File: src/rtl/dsm_input_sequencer_pkg.sv
// dsm_input_sequencer_pkg: shared symbol codes, state encodings and widths for the input sequencer
package dsm_input_sequencer_pkg;
  localparam int SAMPLE_W = 15;
  localparam logic [1:0] PWM_POS  = 2'b01;
  localparam logic [1:0] PWM_NEG  = 2'b11;
  localparam logic [1:0] PWM_ZERO = 2'b00;
  typedef enum logic [1:0] {
    ST_IDLE      = 2'd0,
    ST_RAMP_UP   = 2'd1,
    ST_RUN       = 2'd2,
    ST_RAMP_DOWN = 2'd3
  } state_t;
  // Only the two full-scale codes count towards overload; 00 and 10 both mean zero.
  function automatic logic pwm_nonzero(input logic [1:0] p);
    return p == PWM_POS || p == PWM_NEG;
  endfunction
endpackage

File: src/rtl/dsm_input_sequencer_fifo.sv
// dsm_sample_fifo: small synchronous FIFO with flush, pointer MSB distinguishes full from empty
module dsm_sample_fifo #(
  parameter int W     = 15,
  parameter int DEPTH = 4
) (
  input  logic         i_clock,
  input  logic         i_reset,
  input  logic         i_push,
  input  logic         i_pop,
  input  logic         i_flush,
  input  logic [W-1:0] i_data,
  output logic [W-1:0] o_data,
  output logic         o_full,
  output logic         o_empty
);
  localparam int AW = $clog2(DEPTH);
  localparam logic [AW:0] PTR_ONE = (AW+1)'(1);
  logic [W-1:0] r_mem [DEPTH];
  logic [AW:0]  r_wr, r_rd;
  logic         w_push, w_pop;
  assign o_empty = r_wr == r_rd;
  assign o_full  = (r_wr[AW] != r_rd[AW]) && (r_wr[AW-1:0] == r_rd[AW-1:0]);
  assign o_data  = r_mem[r_rd[AW-1:0]];
  assign w_push  = i_push && !o_full && !i_flush;
  assign w_pop   = i_pop && !o_empty && !i_flush;
  // Pointers: flush empties the FIFO and drops any same-cycle push
  always_ff @(posedge i_clock or posedge i_reset) begin
    if (i_reset) begin
      r_wr <= '0;
      r_rd <= '0;
    end else if (i_flush) begin
      r_wr <= '0;
      r_rd <= '0;
    end else begin
      if (w_push) r_wr <= r_wr + PTR_ONE;
      if (w_pop) r_rd <= r_rd + PTR_ONE;
    end
  end
  // Storage needs no reset; the pointers decide what is valid
  always_ff @(posedge i_clock) begin
    if (w_push) r_mem[r_wr[AW-1:0]] <= i_data;
  end
endmodule

File: src/rtl/dsm_input_sequencer.sv
// dsm_input_sequencer: paces samples into the modulator with soft-start/stop gain and overload guard
module dsm_input_sequencer
  import dsm_input_sequencer_pkg::*;
#(
  parameter int RATIO      = 8,
  parameter int FIFO_DEPTH = 4,
  parameter int OVL_LIMIT  = 64,
  parameter int GAIN_BITS  = 4
) (
  input  logic                i_clock,
  input  logic                i_reset,
  input  logic                i_enable,
  input  logic                i_clear_flags,
  input  logic                i_s_valid,
  input  logic [SAMPLE_W-1:0] i_s_data,
  output logic                o_s_ready,
  output logic [SAMPLE_W-1:0] o_vin,
  output logic                o_sample_stb,
  input  logic [1:0]          i_pwm,
  output logic [1:0]          o_state,
  output logic                o_underflow,
  output logic                o_overload
);
  localparam int RW = $clog2(RATIO);
  localparam int GW = GAIN_BITS + 1;
  localparam int NW = $clog2(OVL_LIMIT + 1);
  localparam int PW = SAMPLE_W + GAIN_BITS + 1;
  localparam logic [RW-1:0] RATE_LAST = RW'(RATIO - 1);
  localparam logic [RW-1:0] RATE_ONE  = RW'(1);
  localparam logic [GW-1:0] G_UNITY   = GW'(1 << GAIN_BITS);
  localparam logic [GW-1:0] G_ONE     = GW'(1);
  localparam logic [NW-1:0] RUN_LIMIT = NW'(OVL_LIMIT);
  localparam logic [NW-1:0] RUN_ONE   = NW'(1);

  state_t                r_state, w_state_next;
  logic [RW-1:0]         r_rate;
  logic [GW-1:0]         r_gain, w_gain_next;
  logic [NW-1:0]         r_run, w_run_next;
  logic [1:0]            r_pwm_prev;
  logic [SAMPLE_W-1:0]   r_last, r_vin, w_sample, w_fifo_data;
  logic signed [PW-1:0]  w_prod, w_scaled;
  logic                  r_stb, r_unf, r_ovl;
  logic                  w_active, w_mon, w_strobe, w_to_idle;
  logic                  w_fifo_full, w_fifo_empty, w_ovl_set, w_unf_set;

  dsm_sample_fifo #(.W(SAMPLE_W), .DEPTH(FIFO_DEPTH)) u_fifo (
    .i_clock (i_clock),
    .i_reset (i_reset),
    .i_push  (i_s_valid && !w_fifo_full),
    .i_pop   (w_strobe && !w_fifo_empty),
    .i_flush (w_to_idle),
    .i_data  (i_s_data),
    .o_data  (w_fifo_data),
    .o_full  (w_fifo_full),
    .o_empty (w_fifo_empty)
  );

  assign o_s_ready    = !w_fifo_full;
  assign o_vin        = r_vin;
  assign o_sample_stb = r_stb;
  assign o_state      = r_state;
  assign o_underflow  = r_unf;
  assign o_overload   = r_ovl;

  // State register
  always_ff @(posedge i_clock or posedge i_reset) begin
    if (i_reset) r_state <= ST_IDLE;
    else r_state <= w_state_next;
  end

  // Next state: prefill gate, ramp completion, and stop on disable or overload
  always_comb begin
    w_state_next = r_state;
    unique case (r_state)
      ST_IDLE:
        if (i_enable && w_fifo_full && !r_ovl) w_state_next = ST_RAMP_UP;
      ST_RAMP_UP, ST_RUN:
        if (!i_enable || r_ovl) w_state_next = ST_RAMP_DOWN;
        else if (r_state == ST_RAMP_UP && w_strobe && w_gain_next == G_UNITY) w_state_next = ST_RUN;
      ST_RAMP_DOWN:
        if (w_to_idle) w_state_next = ST_IDLE;
    endcase
  end

  // State-derived controls: strobe pacing, monitor window, return to idle
  always_comb begin
    w_active  = r_state != ST_IDLE;
    w_mon     = r_state == ST_RAMP_UP || r_state == ST_RUN;
    w_strobe  = w_active && r_rate == RATE_LAST;
    w_to_idle = r_state == ST_RAMP_DOWN && w_strobe && w_gain_next == '0;
  end

  // Gain step and scaled sample; a ramp-down starting at zero gain ends at zero
  always_comb begin
    w_gain_next = r_state == ST_RAMP_UP ? r_gain + G_ONE :
                  r_state == ST_RUN     ? G_UNITY :
                  r_gain == '0          ? '0 : r_gain - G_ONE;
    w_sample    = w_fifo_empty ? r_last : w_fifo_data;
    w_prod      = PW'($signed(w_sample)) * $signed(PW'(w_gain_next));
    w_scaled    = w_prod >>> GAIN_BITS;
  end

  // Overload run length of identical full-scale symbols, saturating at the limit
  always_comb begin
    w_run_next = !pwm_nonzero(i_pwm) ? '0 :
                 i_pwm != r_pwm_prev ? RUN_ONE :
                 r_run == RUN_LIMIT  ? r_run : r_run + RUN_ONE;
    w_ovl_set  = w_mon && w_run_next == RUN_LIMIT;
    w_unf_set  = w_mon && w_strobe && w_fifo_empty;
  end

  // Rate counter: held at zero while idle, wraps every RATIO clocks otherwise
  always_ff @(posedge i_clock or posedge i_reset) begin
    if (i_reset) r_rate <= '0;
    else r_rate <= (!w_active || r_rate == RATE_LAST) ? '0 : r_rate + RATE_ONE;
  end

  // Sample path: on each strobe latch gain, remember sample, present scaled vin
  always_ff @(posedge i_clock or posedge i_reset) begin
    if (i_reset) begin
      r_gain <= '0;
      r_last <= '0;
      r_vin  <= '0;
      r_stb  <= 1'b0;
    end else begin
      r_stb <= w_strobe;
      if (w_strobe) begin
        r_gain <= w_gain_next;
        r_last <= w_sample;
        r_vin  <= w_scaled[SAMPLE_W-1:0];
      end
    end
  end

  // Overload monitor history: counts only while ramping up or running, cleared in idle
  always_ff @(posedge i_clock or posedge i_reset) begin
    if (i_reset) begin
      r_pwm_prev <= PWM_ZERO;
      r_run      <= '0;
    end else begin
      r_pwm_prev <= i_pwm;
      r_run      <= w_mon ? w_run_next : (r_state == ST_IDLE ? '0 : r_run);
    end
  end

  // Sticky flags: a set in the same cycle as clear_flags wins
  always_ff @(posedge i_clock or posedge i_reset) begin
    if (i_reset) begin
      r_unf <= 1'b0;
      r_ovl <= 1'b0;
    end else begin
      r_unf <= w_unf_set || (r_unf && !i_clear_flags);
      r_ovl <= w_ovl_set || (r_ovl && !i_clear_flags);
    end
  end
endmodule

File: config.mk
export PLATFORM = sky130hd
export DESIGN_NAME = dsm_input_sequencer
export DESIGN_NICKNAME = d
export VERILOG_FILES = /design/src/rtl/dsm_input_sequencer_pkg.sv /design/src/rtl/dsm_input_sequencer_fifo.sv /design/src/rtl/dsm_input_sequencer.sv
export SDC_FILE = /design/constraint.sdc
export NUM_CORES = 1
export LEC_CHECK = 0
export ABC_AREA = 1
export BUFFER_PORTS_ARGS = -buffer_cell sky130_fd_sc_hd__buf_2
export CAP_MARGIN = 5
export CORE_UTILIZATION = 62
export CTS_CLUSTER_DIAMETER = 80
export DETAILED_ROUTE_END_ITERATION = 7
export PLACE_DENSITY = 0.91
export RECOVER_POWER = 25
export SLEW_MARGIN = 40
export SYNTH_ARGS = -nofsm -noshare
export SYNTH_HDL_FRONTEND = slang
export SYNTH_SLANG_ARGS = --single-unit
File: constraint.sdc
create_clock -name i_clock -period 5.5 [get_ports i_clock]
set_clock_uncertainty 0.05 [all_clocks]
set_input_delay 0.825 -clock i_clock [delete_from_list [all_inputs] [get_ports i_clock]]
set_output_delay 0.825 -clock i_clock [all_outputs]
set_load 0.01 [all_outputs]
==> results.py <==
metrics = {
    "place": {
        "portBuffers": 42,
        "gp_congestion": 0.902,
        "placed_area_um2": 8140,
        "dp.final_hpwl_um": 11100,
    },
    "detailed_routing": {
        "drt-initial-drc-count": 572,
        "wl_per_cell_um": 15.2,
        "drc_errors": 0,
        "drt_pre_antenna_iters": 8,
        "routed_wl_um": 16700,
        "vias_per_cell": 5.60,
        "postRouteAntennaNets": 0,
        "num_vias": 6130,
    },
    "global_routing": {
        "groute.usage.overall_pct": 27.9,
        "antenna_found_initial": 0,
        "grt_overflow": 0,
        "grt_pass1_wl_um": 27800,
        "grt_pass1_vias": 6074,
        "grt_max_degree": 59,
    },
    "floorplanning": {
        "coreArea_um2": 12100,
        "boundaryPins": 43,
        "die_w_um": 114,
        "fp-row-count": 40,
        "die_h_um": 114,
        "die-area_um2": 12900,
        "start_util_pct": 64.1,
    },
    "synthesis": {
        "ys_types": 45,
        "yosys_register_bits": 118,
        "yosysWarnings": 0,
        "synth-edff-count": 60,
        "synth_fp_nets": 971,
        "synthCells": 859,
        "synth_top_flop_cell": "edfxtp_1",
        "synth_area_um2": 7730,
        "synth.yosys.seq_area_share_pct": 42.1,
        "async_reset_ff_share_pct": 49.2,
        "syn_area_per_cell_um2": 9.00,
    },
    "clock_tree": {
        "clk_latency_ns": 0.42,
        "cts_buffers": 17,
        "h-tree-depth": 4,
        "clockBufferDepth": 2,
        "path_clk_slew_ns": 0.06,
        "clock_tree.root_cell": "clkbuf_16",
        "tritoncts": "done",
        "cts_sinks": 118,
    },
    "layout": {
        "syn_to_final_growth_pct": 12.3,
        "antenna_cells": 0,
        "fin_area_um2": 8690,
        "final_nets": 1026,
        "drive_above_1_share_pct": 12.3,
        "layout_common_cells": "inv_1 (135), nand2_1 (132), nor2_1 (122), o21ai_0 (69), edfxtp_1 (60)",
        "mostFrequentLayoutCell": "inv_1",
    },
    "sta": {
        "max_freq_ghz": 0.191,
        "worstMarginPinSlew_ns": 3.02,
        "hold_violations": 0,
        "final.min_clock_period_ns": 5.24,
        "setup_viol_count_final": 0,
        "drv_slew": 59,
        "slew_headroom_pct": -102,
        "layout_worst_path_cycle_share_pct": 95.2,
    },
    "setup_path": {
        "critPathLaunchType": "flop",
        "worst-path-max-fanout": 31,
        "end_kind": "flop",
        "crit_required_ns": 5.80,
        "rr_worst_depth": 24,
        "cp.arrival_ns": 5.54,
        "path_class": "reg2reg",
    },
    "status": {
        "status": "finished, violations left",
        "violations": "capacitance limit, slew limit",
    },
    "run": {
        "max_cap_violations": 1,
    },
    "hold_path": {
        "worstHoldPathCells": 1,
        "hp-class": "reg2reg",
    },
}
[through the flow]
step / worst slack (ns) / hold slack (ns) / cells / TNS, ns / util [%]
2_1_floorplan: 0.841 / 0.357 / 859 / 0 / -
3_3_place_gp: 0.641 / 0.370 / 1059 / 0 / 67.4
3_5_place_dp: 0.431 / 0.387 / 1059 / 0 / 67.4
4_1_cts: 0.249 / 0.394 / 1091 / 0 / 72.0
5_1_grt: -0.0343 / 0.445 / 1095 / -0.0343 / 72.0
6_report: 0.264 / 0.389 / 1095 / 0 / 72.0
[layer usage]
layer  vias to the layer above  global-route usage, %  wire length [µm]
li1                       2886                      -                 -
met1                      2872                   32.2              6610
met2                       305                   48.5              8360
met3                        67                   6.59              1180
met4                         0                   14.2               544
met5                         -                      0                 0
[kinds of logic (layout without fill, tap and decap cells)]
logic type,count (synthesis),after routing,synth area share (%)
xor+xnor,19,19,2.15
simple gates,328,328,18.6
fa+ha+maj,90,90,18.7
compound gates,136,136,9.76
buf+inv,168,236,8.69
flops,118,118,42.1
[critical path: stages (launching register included)]
cell        delay (ns)
dfrtp_1           0.46
inv_6             0.14
nand2_2           0.12
nand2_4           0.07
nand3_4           0.22
clkinvlp_2        0.32
o21ai_0           0.36
buf_4             0.21
nor2_1            0.05
fa_1              0.46
fa_1              0.49
inv_1             0.06
fa_1              0.56
inv_1             0.05
ha_1              0.34
a21oi_1           0.15
nand2_1           0.12
a21boi_1          0.23
o21ai_1           0.12
nand2_1           0.09
nand2_1           0.06
a21oi_1           0.16
or2_1             0.12
nand3_1           0.06
nand2_1           0.09
[registers in the layout, summed over array words and instances (netlist names)]
signal        flops
u_fifo.r_mem     60
o_vin            15
r_last           15
r_run             7
r_gain            5
r_rate            3
u_fifo.r_rd       3
u_fifo.r_wr       3
o_state           2
r_pwm_prev        2
o_overload        1
o_sample_stb      1
o_underflow       1
[area by class of cell]
cell class	count	area, µm²
multi-input combinational	573	3810
fill	830	3380
sequential	118	3250
inverter	144	552
clock buffer	17	425
timing repair buffer	59	313
tap	168	210
clock inverter	15	119
timing repair inverter	1	5.00
[final timing paths]
path,start,to,slack (ns)
worst max-delay path,u_fifo.r_rd[0],o_vin[9],0.26
worst min-delay path,r_rate[0],r_rate[0],0.39
max in group asynchronous,i_reset,r_pwm_prev[1],2.19
min in group asynchronous,i_reset,r_gain[2],1.50
worst max register to register,u_fifo.r_rd[0],o_vin[9],0.26
worst min register to register,r_rate[0],r_rate[0],0.39
[synth_stat cells, types with 2 or more instances]
library cell	n	share of area [%]
inv_1	137	6.7
nand2_1	132	6.4
nor2_1	123	6.0
o21ai_0	71	4.6
edfxtp_1	60	23
dfrtp_1	58	19
ha_1	47	7.6
fa_1	43	11
nand3_1	30	1.9
a21oi_1	22	1.4
clkbuf_1	16	0.78
o22ai_1	13	1.1
nand2_2	12	0.97
o21ai_1	11	0.71
xnor2_1	10	1.1
xor2_1	9	1.0
nand4_1	7	0.57
inv_2	5	0.24
nand2_4	5	0.73
nor3_1	5	0.32
buf_6	4	0.58
o221ai_1	4	0.45
buf_2	3	0.19
nand3_2	3	0.39
or2_2	3	0.24
a31oi_1	2	0.16
nor2_4	2	0.29
o21a_1	2	0.19
o21ai_2	2	0.23
o31ai_1	2	0.19
o32ai_1	2	0.23
[timing repair]
item | CTS | global route
hold buffers | 0 | 0
buffers inserted | 0 | 3
gates resized for setup | 0 | 3
endpoints found under the setup margin | 0 | 1
Power is left out: the tool's default activity adds up to more than one toggle a clock period on the data nets, which glitch-free logic cannot reach.
